--- src/rtl/stream_demux_pkg.sv ---
// ---------------------------------------------------------------------------
// stream_demux_pkg
// Shared definitions for the stream_demux1to2 packet demultiplexer.
//   state_e     : routing FSM states (IDLE, ROUTE_A, ROUTE_B)
//   PORT_A/B    : destination index values, matching the encoding of `sel`
//   COUNT_W     : width of the optional per-port packet counters
//   sat_inc16() : saturating increment used by the packet counters
// ---------------------------------------------------------------------------
package stream_demux_pkg;

  typedef enum logic [1:0] {
    IDLE    = 2'd0,
    ROUTE_A = 2'd1,
    ROUTE_B = 2'd2
  } state_e;

  localparam logic PORT_A = 1'b0;
  localparam logic PORT_B = 1'b1;

  localparam int COUNT_W = 16;

  // Counter increment that sticks at all-ones instead of wrapping.
  function automatic logic [COUNT_W-1:0] sat_inc16(input logic [COUNT_W-1:0] v);
    logic [COUNT_W-1:0] r;
    if (v == 16'hFFFF) begin
      r = v;
    end else begin
      r = v + 16'd1;
    end
    return r;
  endfunction

endpackage : stream_demux_pkg

--- src/rtl/stream_demux1to2_slot.sv ---
// ---------------------------------------------------------------------------
// stream_slot
// One-entry registered skid-free output slot with valid/ready on both sides.
// A beat written in cycle N is visible on the output in cycle N+1. When the
// slot is full and drains in the same cycle it is refilled, the slot stays
// valid and takes the new beat, so it sustains one beat per cycle.
//
// Parameters:
//   WIDTH      payload width (the demux stores {last, data} here)
// Ports:
//   clk        clock, rising edge
//   rst        synchronous active-high reset; empties the slot, zeroes data
//   in_valid   write request
//   in_ready   slot can take a beat this cycle (empty, or draining now)
//   in_data    payload to store
//   out_valid  slot holds a beat
//   out_ready  downstream consumes the held beat this cycle
//   out_data   stored payload, stable while out_valid && !out_ready
// ---------------------------------------------------------------------------
module stream_slot #(
  parameter int WIDTH = 9
) (
  input  logic             clk,
  input  logic             rst,
  input  logic             in_valid,
  output logic             in_ready,
  input  logic [WIDTH-1:0] in_data,
  output logic             out_valid,
  input  logic             out_ready,
  output logic [WIDTH-1:0] out_data
);

  logic             valid_q;
  logic             valid_d;
  logic [WIDTH-1:0] data_q;
  logic [WIDTH-1:0] data_d;

  // Next-state of the slot: fill wins over drain so a simultaneous
  // drain+fill keeps the slot valid with the fresh beat.
  always_comb begin
    in_ready = (!valid_q) || out_ready;
    valid_d  = valid_q;
    data_d   = data_q;
    if (in_valid && in_ready) begin
      valid_d = 1'b1;
      data_d  = in_data;
    end else if (out_ready) begin
      valid_d = 1'b0;
    end else begin
      valid_d = valid_q;
    end
  end

  // Slot storage with synchronous clear.
  always_ff @(posedge clk) begin
    if (rst) begin
      valid_q <= 1'b0;
      data_q  <= '0;
    end else begin
      valid_q <= valid_d;
      data_q  <= data_d;
    end
  end

  assign out_valid = valid_q;
  assign out_data  = data_q;

endmodule : stream_slot

--- src/rtl/stream_demux1to2.sv ---
// ---------------------------------------------------------------------------
// stream_demux1to2
// Routes whole packets from one valid/ready input stream to one of two
// output streams. The destination is taken from `sel` on the accepted first
// beat of a packet and held until the accepted beat carrying in_last.
// Each output owns a one-entry registered slot (latency 1, full throughput).
//
// Build option:
//   STREAM_DEMUX_COUNT_EN  adds a_count/b_count (16-bit, saturating) counting
//                          packets leaving each port (beats with last=1).
//
// Parameters:
//   WIDTH          payload width (default 8)
// Ports:
//   clk            clock, rising edge
//   rst            synchronous active-high reset
//   in_valid/in_ready/in_data/in_last  upstream stream
//   sel            destination on the first beat (0 -> a, 1 -> b)
//   a_valid/a_ready/a_data/a_last      port a stream
//   b_valid/b_ready/b_data/b_last      port b stream
//   a_count/b_count (optional)         completed packets per port
// ---------------------------------------------------------------------------
module stream_demux1to2
  import stream_demux_pkg::*;
#(
  parameter int WIDTH = 8
) (
  input  logic             clk,
  input  logic             rst,
  input  logic             in_valid,
  output logic             in_ready,
  input  logic [WIDTH-1:0] in_data,
  input  logic             in_last,
  input  logic             sel,
  output logic             a_valid,
  input  logic             a_ready,
  output logic [WIDTH-1:0] a_data,
  output logic             a_last,
  output logic             b_valid,
  input  logic             b_ready,
  output logic [WIDTH-1:0] b_data,
  output logic             b_last
`ifdef STREAM_DEMUX_COUNT_EN
  ,
  output logic [15:0]      a_count,
  output logic [15:0]      b_count
`endif
);

  state_e state_q;
  state_e state_d;

  logic           dest_s;
  logic           fire_s;
  logic           a_fill_s;
  logic           b_fill_s;
  logic           a_slot_ready_s;
  logic           b_slot_ready_s;
  logic [WIDTH:0] in_payload_s;
  logic [WIDTH:0] a_payload_s;
  logic [WIDTH:0] b_payload_s;

  // Destination: sel only matters in IDLE; inside a packet the state decides.
  always_comb begin
    dest_s = PORT_A;
    case (state_q)
      IDLE:    dest_s = sel;
      ROUTE_A: dest_s = PORT_A;
      ROUTE_B: dest_s = PORT_B;
      default: dest_s = PORT_A;
    endcase
  end

  // Upstream handshake and slot write strobes. in_ready looks only at the
  // destination slot, so a full non-destination slot never stalls input.
  always_comb begin
    in_ready = 1'b0;
    if (rst) begin
      in_ready = 1'b0;
    end else if (dest_s == PORT_B) begin
      in_ready = b_slot_ready_s;
    end else begin
      in_ready = a_slot_ready_s;
    end
    fire_s   = in_valid && in_ready;
    a_fill_s = fire_s && (dest_s == PORT_A);
    b_fill_s = fire_s && (dest_s == PORT_B);
  end

  // FSM next state. A single-beat packet (last on the first beat) leaves the
  // FSM in IDLE.
  always_comb begin
    state_d = state_q;
    if (fire_s) begin
      case (state_q)
        IDLE: begin
          if (in_last) begin
            state_d = IDLE;
          end else if (sel == PORT_B) begin
            state_d = ROUTE_B;
          end else begin
            state_d = ROUTE_A;
          end
        end
        ROUTE_A, ROUTE_B: begin
          if (in_last) begin
            state_d = IDLE;
          end else begin
            state_d = state_q;
          end
        end
        default: state_d = IDLE;
      endcase
    end else begin
      state_d = state_q;
    end
  end

  // FSM state register; reset drops any partial packet.
  always_ff @(posedge clk) begin
    if (rst) begin
      state_q <= IDLE;
    end else begin
      state_q <= state_d;
    end
  end

  assign in_payload_s = {in_last, in_data};

  stream_slot #(
    .WIDTH (WIDTH + 1)
  ) u_slot_a (
    .clk       (clk),
    .rst       (rst),
    .in_valid  (a_fill_s),
    .in_ready  (a_slot_ready_s),
    .in_data   (in_payload_s),
    .out_valid (a_valid),
    .out_ready (a_ready),
    .out_data  (a_payload_s)
  );

  stream_slot #(
    .WIDTH (WIDTH + 1)
  ) u_slot_b (
    .clk       (clk),
    .rst       (rst),
    .in_valid  (b_fill_s),
    .in_ready  (b_slot_ready_s),
    .in_data   (in_payload_s),
    .out_valid (b_valid),
    .out_ready (b_ready),
    .out_data  (b_payload_s)
  );

  assign a_last = a_payload_s[WIDTH];
  assign a_data = a_payload_s[WIDTH-1:0];
  assign b_last = b_payload_s[WIDTH];
  assign b_data = b_payload_s[WIDTH-1:0];

`ifdef STREAM_DEMUX_COUNT_EN
  logic [15:0] a_count_q;
  logic [15:0] a_count_d;
  logic [15:0] b_count_q;
  logic [15:0] b_count_d;

  // A packet is complete when its last beat leaves the slot.
  always_comb begin
    a_count_d = a_count_q;
    b_count_d = b_count_q;
    if (a_valid && a_ready && a_last) begin
      a_count_d = sat_inc16(a_count_q);
    end else begin
      a_count_d = a_count_q;
    end
    if (b_valid && b_ready && b_last) begin
      b_count_d = sat_inc16(b_count_q);
    end else begin
      b_count_d = b_count_q;
    end
  end

  // Packet counter registers.
  always_ff @(posedge clk) begin
    if (rst) begin
      a_count_q <= 16'd0;
      b_count_q <= 16'd0;
    end else begin
      a_count_q <= a_count_d;
      b_count_q <= b_count_d;
    end
  end

  assign a_count = a_count_q;
  assign b_count = b_count_q;
`endif

endmodule : stream_demux1to2

--- config.mk ---
export PLATFORM = sky130hd
export DESIGN_NAME = stream_demux1to2
export DESIGN_NICKNAME = d
export VERILOG_FILES = /design/src/rtl/stream_demux_pkg.sv /design/src/rtl/stream_demux1to2_slot.sv /design/src/rtl/stream_demux1to2.sv
export SDC_FILE = /design/constraint.sdc
export NUM_CORES = 1
export LEC_CHECK = 0
export ABC_AREA = 1
export BUFFER_PORTS_ARGS = -buffer_cell sky130_fd_sc_hd__buf_2
export CAP_MARGIN = 25
export CELL_PAD_IN_SITES_DETAIL_PLACEMENT = 1
export CELL_PAD_IN_SITES_GLOBAL_PLACEMENT = 1
export CORE_ASPECT_RATIO = 0.7
export CORE_MARGIN = 2
export CORE_UTILIZATION = 38
export CTS_BUF_LIST = sky130_fd_sc_hd__clkbuf_4
export DETAILED_ROUTE_END_ITERATION = 7
export GPL_ROUTABILITY_DRIVEN = 0
export PLACE_DENSITY_LB_ADDON = 0.3
export SYNTH_ARGS = -nofsm -noshare
export SYNTH_HDL_FRONTEND = slang
export SYNTH_SLANG_ARGS = --single-unit
--- constraint.sdc ---
create_clock -name clk -period 2.6 [get_ports clk]
set_clock_uncertainty 0.05 [all_clocks]
set_input_delay 0.39 -clock clk [delete_from_list [all_inputs] [get_ports clk]]
set_output_delay 0.39 -clock clk [all_outputs]
set_load 0.01 [all_outputs]
# --- After elaboration in Yosys (flattened, before gate mapping) ---
# Index checks and enable logic that the tools add are counted.
totals:
  register_bits: 22
  latch_bits: 0
  mem_bits_rw: 0
  romBits: 0
  input_bits: 15
  elab_cells: 34
  memories: 0
classes:
  add_sub_neg: 0
  mul: 0
  div_mod_pow: 0
  magnitude_cmp: 0
  eq_ne: 3
  shifts: 0
  n_mux: 11
  n_bitwise: 1
  n_reduce_logical: 14
ops:
  columns: ["op", "count"]
  rows:
  - ["1-bit two-way mux", 6]
  - ["2-bit two-way mux", 3]
  - ["1-bit logical AND", 5]
  - ["2-bit case mux with 2 select lines", 1]
  - ["2-bit nonzero test", 2]
  - ["2-bit by 1-bit equality test with 1-bit output (second input constant)", 1]
  - ["2-bit equality test (second input constant)", 1]
  - ["1-bit zero test", 2]
  - ["2-bit zero test", 1]
  - ["1-bit logical OR", 2]
  - ["2-bit inequality test (second input constant)", 1]
  - ["1-bit case mux with 2 select lines", 1]
  - ["2-bit AND reduction", 1]
  - ["2-bit OR reduction", 1]
  - ["1-bit NOT", 1]

# --- Longest topological paths before layout ---
# Gate-level depths: netlist (run 1).
logic_depth:
  word_depth: 8
  ltp_mapped: 11

# --- Cells and area by module ---
# Synthesis (run 1) repeated with hierarchy kept, for this count alone.
hier_totals:
  cells_unflattened: 163
  hier_area_um2: 1153.6
modules_own_cells:
  columns: ["mod", "instances", "cells_per_inst", "area_each_um2"]
  rows:
  - ["stream_slot", 2, 64, 471.7]
  - ["stream_demux1to2", 1, 35, 210.2]

# --- Least setup slack after synthesis (run 1) ---
# No wires, ideal clock.
synth_timing:
  kind: "reg2out"
  start: "register state_q[0]"
  end: "output port in_ready"
  arrival_ns: 1.139
  required_time_ns: 2.160
  setup_slack_ns: 1.021
  path_stages_with_launch: 9
  cell_sequence: "dfxtp_1 > inv_1 > ha_1 > nand2_2 > nand2_4 > nand2_2 > nand2_2 > nor2_4 > buf_4"
synth_via:
  elab_chain_len: 4
  elab_cells_between_ends: 5
  cone_classes: "1 x eq/ne; 3 x mux; 1 x reduce/logical"
synth_lines:
  columns: ["element", "line_no", "source"]
  rows:
  - ["start: declaration", "stream_demux1to2.sv:50", "state_e state_q;"]
  - ["start signal: assignment", "stream_demux1to2.sv:124", "state_q <= state_d;"]
  - ["2-bit equality test or 2-bit zero test (tied branches)", "stream_demux1to2.sv:66", "case (state_q)"]
  - ["1-bit case mux with 2 select lines (*)", "stream_demux1to2.sv:66", null]
  - ["1-bit two-way mux (*)", "stream_demux1to2.sv:80", "end else if (dest_s == PORT_B) begin"]
  - ["1-bit two-way mux (*)", "stream_demux1to2.sv:78", "if (rst) begin"]
  - ["end: declaration", "stream_demux1to2.sv:31", "output logic in_ready,"]
# Every way passes the cells marked *; elsewhere a longest branch is shown, timed or not.

# --- Final worst setup path (run 1) ---
# Ends and elaborated chain as after synthesis.

==> impl_metrics.py, run 1 <==
metrics = {
    "logic_synthesis": {
        "yosys_register_bits": 22,
        "yosys_warnings": 0,
        "syn_inst": 155,
        "synth_area_sq_mm": 0.001066,
        "syn_area_per_cell_sq_um": 6.878,
        "syn_nets": 172,
        "yosysUniqueCellTypes": 19,
        "yosysSeqAreaShare": 0.4131,
    },
    "worst_hold_path": {
        "hp-class": "in -> reg",
    },
    "die": {
        "pin_count": 36,
        "initial_core_util": 0.3915,
        "core_area_sq_mm": 0.002723,
        "die_w_um": 67.31,
        "dieArea_sq_mm": 0.003252,
        "rows": 16,
        "die_y_um": 48.32,
    },
    "global_routing": {
        "grt_pass1_wl_um": 4623,
        "grt_usage": 0.1860,
        "grtUsageMet3": 0.05581,
        "grtUsageMet2": 0.3086,
        "overflow": 0,
        "grt_pass1_vias": 982,
        "grt_use_met1": 0.2375,
        "antenna_found_initial": 0,
        "grt_max_degree": 22,
        "grt.busiest_layer": "met2",
    },
    "sta": {
        "worst_slack_ns": 0.4340,
        "fin_tns_setup_ns": 0,
        "max_freq_mhz": 461.7,
        "worstMarginPinSlew_ns": 0.3540,
        "finalCriticalPeriod_ns": 2.166,
        "hold_viol_final": 0,
        "max_slew_margin": 0.7637,
        "finalSetupViolations": 0,
        "maxSlewViolCount": 0,
        "fin_crit_sh": 0.8331,
        "rsz0062_at_grt": "false",
    },
    "placed_design": {
        "place_ws_ns": 0.6993,
        "numPortBuffers": 35,
        "hpwl_um": 2127,
    },
    "worst_setup_path": {
        "path_class": "reg -> out",
        "arrival_ns": 1.73,
        "cpPeakStageDelay_ns": 0.33,
        "critPathLaunchType": "register",
        "path_common_cell": "nand2_2",
        "path_buf_inv": 2,
        "required_ns": 2.16,
        "cp_top_family": "simple AND/OR/NAND/NOR gates",
        "worstPathCellList": "inv_1 -> ha_1 -> nand2_2 -> nand2_4 -> nand2_2 -> nand2_2 -> nor2_4 -> buf_2",
        "worstSetupEndpointType": "output pin",
        "crit_fanout": 13,
        "cp_slowest_cell": "dfxtp_1",
    },
    "pwr": {
        "p_switching_w": 0.0002159,
        "clockPowerShare": 0.230,
        "ir_drop_mv": 0.3002,
        "p_seq_frac": 0.540,
        "comb_power_share": 0.230,
        "power_density_mw_per_mm2": 535.5,
        "leakagePower_nw": 0.7069,
        "total_power_w": 0.0006908,
        "swShare": 0.3126,
        "internal_power_w": 0.0004748,
    },
    "cells_and_area": {
        "antenna_cells": 0,
        "layout_common_cells": "nor2_1 (35), buf_2 (35), nand2_1 (34)",
        "drive_above_1_share": 0.2947,
        "final_nets": 208,
        "area_delta_synth_final_pct": 21.01,
        "final_util": 0.4738,
    },
    "drt": {
        "ant_nets": 0,
        "via_count": 1022,
        "first_iter_violations": 31,
        "first_pass_iters": 3,
        "drt-total-wl_um": 2676,
        "wl_per_cell_um": 11.84,
        "drc": 0,
        "viasPerCell": 4.522,
    },
    "clock_network": {
        "cts_root_buf": "clkbuf_4",
        "cts.sinks": 22,
        "clockBufferDepth": 2,
        "path_clk_slew_ns": 0.12,
        "post_cts_resized": 0,
        "cts_hold_repair.buffers": 0,
        "cts_tree": "done",
        "clk_latency_ns": 0.31,
        "htree_num_levels": 1,
        "cts_buffers": 3,
        "post-cts-setup-buffers": 0,
    },
    "status": {
        "outcome": "finished, final reports clean",
    },
    "run": {
        "cap_violations": 0,
    },
}
per-stage QoR:
stage,instance area [sq um],std cells,hold slack [ns]
global placement,1264,222,0.4167
finish,1290,226,0.2144
floorplan,1066,155,0.4024
CTS,1290,226,0.1992
global route,1290,226,0.2078
detailed placement,1264,222,0.4240
logic make-up (layout without fill, tap and decap cells):
group           after synthesis  in the layout  share of synthesized area
buf+inv                      31             66                     0.1197
compound gates                2              2                    0.01291
flops                        22             22                     0.4131
simple gates                 98             98                     0.4308
fa+ha+maj                     2              2                    0.02347
synth_stat cells (all sizes together):
cell type	number	area [sq um]
nand3	3	27.53
inv	25	93.84
clkbuf	2	7.510
nor2	46	205.2
a21oi	2	13.76
dfxtp	22	440.4
clkinv	1	3.750
nand2	38	157.7
buf	3	22.52
ha	2	25.02
nand4	11	68.82
worst paths after layout:
path	from	end	slack, ns	cells after the start
setup / recovery	state_q[0]	in_ready	0.43	8
hold / removal	rst	u_slot_b.out_valid	0.21	2
setup reg to reg	state_q[0]	u_slot_b.out_data[4]	0.70	10
hold reg to reg	u_slot_a.out_data[7]	u_slot_a.out_data[7]	0.45	2
worst reg2reg max path: stages (launching register included):
cell and delay [ns]:
dfxtp_1 0.33, inv_1 0.07, ha_1 0.23, nand2_2 0.10, nand2_4 0.09, nand2_2 0.09, nand2_2 0.06, nor2_4 0.25
nand3_4 0.30, nor2_2 0.18, nor2_1 0.06
power groups by stage:
stage	Combinational, W	Sequential, W	Clock [W]
final	0.000159	0.000373	0.000159
after global routing	0.000180	0.000377	0.000184
after CTS	0.000162	0.000374	0.000170
after detailed placement	0.000161	0.000381	0
after global placement	0.000153	0.000379	0
after floorplan	0.0000933	0.000391	0
area by class of cell:
type,count,area [sq um]
Clock buffer,3,22.52
Clock inverter,1,3.754
Fill cell,396,1433
Inverter,26,97.59
Multi-Input combinational cell,102,498.0
Sequential cell,22,440.4
Tap cell,36,45.04
Timing Repair Buffer,36,182.7
sequential cells by signal, indices dropped and copies added (netlist names):
register and cells:
state_q 2, u_slot_b.out_data 9, u_slot_a.out_valid 1, u_slot_b.out_valid 1, u_slot_a.out_data 9
metal layers:
layer	up-vias	routed length, um
li1	534	-
met1	470	1258
met2	16	1301
met3	2	102
met4	0	13
met5	-	0
Note: power is estimated with default switching activity, not from simulation.
==> run 2: changes to the inputs <==
--- a/config.mk
+++ b/config.mk
@@ -12,7 +12,7 @@
 export CELL_PAD_IN_SITES_GLOBAL_PLACEMENT = 1
 export CORE_ASPECT_RATIO = 0.7
 export CORE_MARGIN = 2
-export CORE_UTILIZATION = 38
+export CORE_UTILIZATION = 35
 export CTS_BUF_LIST = sky130_fd_sc_hd__clkbuf_4
 export DETAILED_ROUTE_END_ITERATION = 7
 export GPL_ROUTABILITY_DRIVEN = 0
==> constraint.sdc (replaced) <==
create_clock -name clk -period 2.3 [get_ports clk]
set_clock_uncertainty 0.05 [all_clocks]
set_input_delay 0.345 -clock clk [delete_from_list [all_inputs] [get_ports clk]]
set_output_delay 0.345 -clock clk [all_outputs]
set_load 0.01 [all_outputs]
==> run 2 against run 1 <==
  * Total power grew 13%
  * Clock-buffer cell count is the same
  * Final cell count is the same
  * Sequential power is 13% higher
  * Via count about the same
  * Setup slack got worse by 0.27 ns
  * Die area rose by 7.9%
  * Critical path depth stayed put
  * Register-to-register slack got worse by 0.35 ns
  * Largest cell class unchanged
  * Largest power group unchanged
==> impl_metrics.py, run 2 (synthesis gave the netlist of run 1 again) <==
metrics = {
    "placed_design": {
        "place_ws_ns": 0.3929,
        "placed_cells": 222,
        "hpwl_um": 2185,
        "numPortBuffers": 35,
    },
    "cells_and_area": {
        "final_nets": 208,
        "instances_no_fill": 226,
        "layout_common_cells": "nor2_1 (35), buf_2 (35), nand2_1 (34)",
        "area_delta_synth_final_pct": 21.01,
        "antenna_cells": 0,
        "fillers": 412,
        "drive_above_1_share": 0.2947,
    },
    "drt": {
        "wl_per_cell_um": 11.91,
        "drt-total-wl_um": 2691,
        "drc": 0,
        "ant_nets": 0,
        "viasPerCell": 4.527,
        "first_pass_iters": 3,
        "via_count": 1023,
        "first_iter_violations": 24,
    },
    "sta": {
        "worst_slack_ns": 0.1640,
        "fin_crit_sh": 0.9287,
        "finalSetupViolations": 0,
        "finalCriticalPeriod_ns": 2.136,
        "hold_slack_ns": 0.1771,
        "rsz0062_at_grt": "false",
        "hold_viol_final": 0,
        "max_freq_mhz": 468.2,
        "maxSlewViolCount": 0,
        "fin_tns_setup_ns": 0,
        "max_slew_margin": 0.7447,
        "worstMarginPinSlew_ns": 0.3825,
    },
    "clock_network": {
        "clk_latency_ns": 0.31,
        "cts.sinks": 22,
        "post_cts_resized": 0,
        "path_clk_slew_ns": 0.12,
        "clockBufferDepth": 2,
        "cts_buffers": 3,
        "cts_root_buf": "clkbuf_4",
        "htree_num_levels": 1,
        "cts_tree": "done",
        "post-cts-setup-buffers": 0,
        "cts_hold_repair.buffers": 0,
    },
    "worst_setup_path": {
        "crit_fanout": 13,
        "worstSetupEndpointType": "output pin",
        "required_ns": 1.90,
        "path_class": "reg -> out",
        "critPathLaunchType": "register",
        "arrival_ns": 1.74,
    },
    "status": {
        "outcome": "finished, final reports clean",
    },
    "global_routing": {
        "grt_usage": 0.1687,
        "grt_pass1_vias": 1062,
        "grt_pass1_wl_um": 4678,
        "overflow": 0,
        "antenna_found_initial": 0,
        "grt_max_degree": 22,
    },
    "pwr": {
        "ir_drop_mv": 0.3103,
        "power_density_mw_per_mm2": 605.2,
        "total_power_w": 0.0007807,
        "leakagePower_nw": 0.7069,
    },
    "die": {
        "dieArea_sq_mm": 0.003510,
        "die_w_um": 69.96,
        "initial_core_util": 0.3750,
        "pin_count": 36,
        "rows": 16,
        "die_y_um": 50.18,
        "core_area_sq_mm": 0.002843,
    },
    "run": {
        "cap_violations": 0,
    },
    "worst_hold_path": {
        "hp-class": "in -> reg",
    },
}
[run 2: routing by layer]
metal,GRT usage,up-vias,part of all wire
met3,0.05823,4,0.048
met1,0.2092,467,0.47
met4,0.02885,0,0.0067
met5,0,-,0
met2,0.2905,18,0.48
li1,-,534,-
[run 2: final timing paths]
| kind | from | end | slack [ns] | depth (start not counted) |
|---|---|---|---|---|
| min | rst | u_slot_b.out_valid | 0.18 | 2 |
| max reg2reg | state_q[1] | u_slot_b.out_data[7] | 0.35 | 11 |
| max | state_q[1] | in_ready | 0.16 | 8 |
| min reg2reg | u_slot_a.out_data[7] | u_slot_a.out_data[7] | 0.45 | 2 |
[run 2: report_power, final]
| group | switching [W] | leakage, nW | internal, W | total (W) |
|---|---|---|---|---|
| clock | 0.000115 | 0.0154 | 0.0000635 | 0.000179 |
| combinational | 0.000116 | 0.511 | 0.0000647 | 0.000181 |
| sequential | 0.0000127 | 0.180 | 0.000409 | 0.000421 |
| total | 0.000244 | 0.707 | 0.000537 | 0.000781 |
[run 2: cell type report]
cell class	instances	area [sq um]	share of cell area
clock buffers	3	22.52	0.01746
clock inverters	1	3.754	0.002910
inverters	26	97.59	0.07565
multi-input cells	102	498.0	0.3860
flip-flops and latches	22	440.4	0.3414
well taps	36	45.04	0.03492
repair buffers	36	182.7	0.1416
[run 2: worst max-delay path: stages, from the launching register on]
cell,delay (ns)
dfxtp_1,0.36
inv_1,0.06
ha_1,0.20
nand2_2,0.11
nand2_4,0.09
nand2_2,0.09
nand2_2,0.06
nor2_4,0.25
buf_2,0.21
[run 2: per-stage QoR]
stage / area, sq um / utilization
after floorplan: 1066 / -
after global placement: 1264 / 0.4445
after detailed placement: 1264 / 0.4445
after CTS: 1290 / 0.4538
after global routing: 1290 / 0.4538
final: 1290 / 0.4538
==> run 3: changes to the inputs <==
--- a/config.mk
+++ b/config.mk
@@ -14,9 +14,11 @@
 export CORE_MARGIN = 2
 export CORE_UTILIZATION = 35
 export CTS_BUF_LIST = sky130_fd_sc_hd__clkbuf_4
+export CTS_CLUSTER_DIAMETER = 200
 export DETAILED_ROUTE_END_ITERATION = 7
 export GPL_ROUTABILITY_DRIVEN = 0
 export PLACE_DENSITY_LB_ADDON = 0.3
+export RECOVER_POWER = 100
 export SYNTH_ARGS = -nofsm -noshare
 export SYNTH_HDL_FRONTEND = slang
 export SYNTH_SLANG_ARGS = --single-unit
==> run 3 against run 2 <==
  * Via count up 0.88%
  * Clock-buffer cell count stayed put
  * First-iteration DRC count increased by 17%
  * Die area unchanged
  * Final area fell by 2.3%
  * Combinational power down 4%
  * Total power shrank 0.54%
==> impl_metrics.py, run 3 (synthesis gave the netlist of run 1 again) <==
metrics = {
    "clock_network": {
        "cts.sinks": 22,
        "clockBufferDepth": 2,
        "post-cts-setup-buffers": 0,
        "cts_root_buf": "clkbuf_4",
        "htree_num_levels": 1,
        "clk_latency_ns": 0.31,
        "cts_tree": "done",
        "post_cts_resized": 0,
        "cts_hold_repair.buffers": 0,
        "cts_buffers": 3,
        "path_clk_slew_ns": 0.12,
    },
    "placed_design": {
        "numPortBuffers": 35,
        "place_ws_ns": 0.3929,
        "hpwl_um": 2185,
        "placed_cells": 222,
    },
    "worst_setup_path": {
        "critPathLaunchType": "register",
        "cp_top_family": "simple AND/OR/NAND/NOR gates",
        "cp_slowest_cell": "dfxtp_1",
        "cpPeakStageDelay_ns": 0.36,
        "worstPathCellList": "inv_1 -> ha_1 -> nand2_2 -> nand2_4 -> nand2_2 -> nand2_1 -> nor2_4 -> clkbuf_2",
        "worstSetupEndpointType": "output pin",
        "path_common_cell": "nand2_2",
        "required_ns": 1.90,
        "arrival_ns": 1.76,
        "path_class": "reg -> out",
        "path_buf_inv": 2,
        "crit_fanout": 13,
    },
    "drt": {
        "drc": 0,
        "ant_nets": 0,
        "viasPerCell": 4.566,
        "first_iter_violations": 28,
        "drt-total-wl_um": 2702,
        "via_count": 1032,
        "first_pass_iters": 4,
        "wl_per_cell_um": 11.96,
    },
    "cells_and_area": {
        "final_nets": 208,
        "layout_common_cells": "nor2_1 (36), nand2_1 (35), inv_1 (25)",
        "instances_no_fill": 226,
        "antenna_cells": 0,
        "fillers": 425,
        "drive_above_1_share": 0.1789,
        "area_delta_synth_final_pct": 18.19,
        "layout_commonest_cell": "nor2_1",
    },
    "global_routing": {
        "grt_max_degree": 22,
        "overflow": 0,
        "antenna_found_initial": 0,
        "grt_usage": 0.1687,
        "grt_pass1_vias": 1062,
        "grt_pass1_wl_um": 4678,
    },
    "pwr": {
        "ir_drop_mv": 0.3305,
        "power_density_mw_per_mm2": 616.3,
        "leakagePower_nw": 0.6253,
    },
    "sta": {
        "maxSlewViolCount": 0,
        "finalCriticalPeriod_ns": 2.156,
        "fin_tns_setup_ns": 0,
        "rsz0062_at_grt": "false",
        "hold_viol_final": 0,
        "hold_slack_ns": 0.1728,
        "max_slew_margin": 0.5876,
        "worst_slack_ns": 0.1440,
        "max_freq_mhz": 463.8,
        "finalSetupViolations": 0,
        "fin_crit_sh": 0.9374,
        "worstMarginPinSlew_ns": 0.6164,
    },
    "die": {
        "core_area_sq_mm": 0.002843,
        "initial_core_util": 0.3750,
        "pin_count": 36,
        "dieArea_sq_mm": 0.003510,
        "die_y_um": 50.18,
        "rows": 16,
        "die_w_um": 69.96,
    },
    "run": {
        "cap_violations": 0,
    },
    "status": {
        "outcome": "finished, final reports clean",
    },
    "worst_hold_path": {
        "hp-class": "in -> reg",
    },
}
[run 3: cell types whose count changed in the layout (fill, tap and decap cells not counted), sizes merged]
| cell | before | now |
|---|---|---|
| clkbuf | 3 | 24 |
| buf | 36 | 15 |
[run 3: metal layers]
metal  routed length (um)  up-vias  track usage
li1                     -      533            -
met1                 1247      472       0.2092
met2                 1286       23       0.2905
met3                  150        4      0.05823
met4                   18        0      0.02885
met5                    0        -            0
[run 3: stage by stage]
step	power, W	cell area, sq um	utilization
after floorplan	0.0005472	1066	-
after global placement	0.0006021	1264	0.4445
after detailed placement	0.0006135	1264	0.4445
after CTS	0.0007980	1290	0.4538
after global routing	0.0008327	1260	0.4432
final	0.0007766	1260	0.4432
[run 3: final cells by class]
class	instances	area (sq um)	share of cell area
timing repair buffer	36	157.7	0.1251
sequential	22	440.4	0.3496
tap	36	45.04	0.03575
clock inverter	1	3.754	0.002979
multi-input combinational	102	493.0	0.3913
inverter	26	97.59	0.07746
clock buffer	3	22.52	0.01787
[run 3: path summary, 6_finish.rpt]
kind / from / endpoint / slack [ns] / depth (start not counted)
max: state_q[1] / in_ready / 0.14 / 8
max reg2reg: state_q[1] / u_slot_b.out_data[7] / 0.33 / 11
min reg2reg: u_slot_a.out_data[7] / u_slot_a.out_data[7] / 0.45 / 2
min: rst / u_slot_b.out_valid / 0.17 / 2
[run 3: where the power goes]
part | internal (W) | switching, W | total, W
sequential | 0.000409 | 0.0000134 | 0.000422
clock | 0.0000635 | 0.000118 | 0.000181
combinational | 0.0000577 | 0.000116 | 0.000173
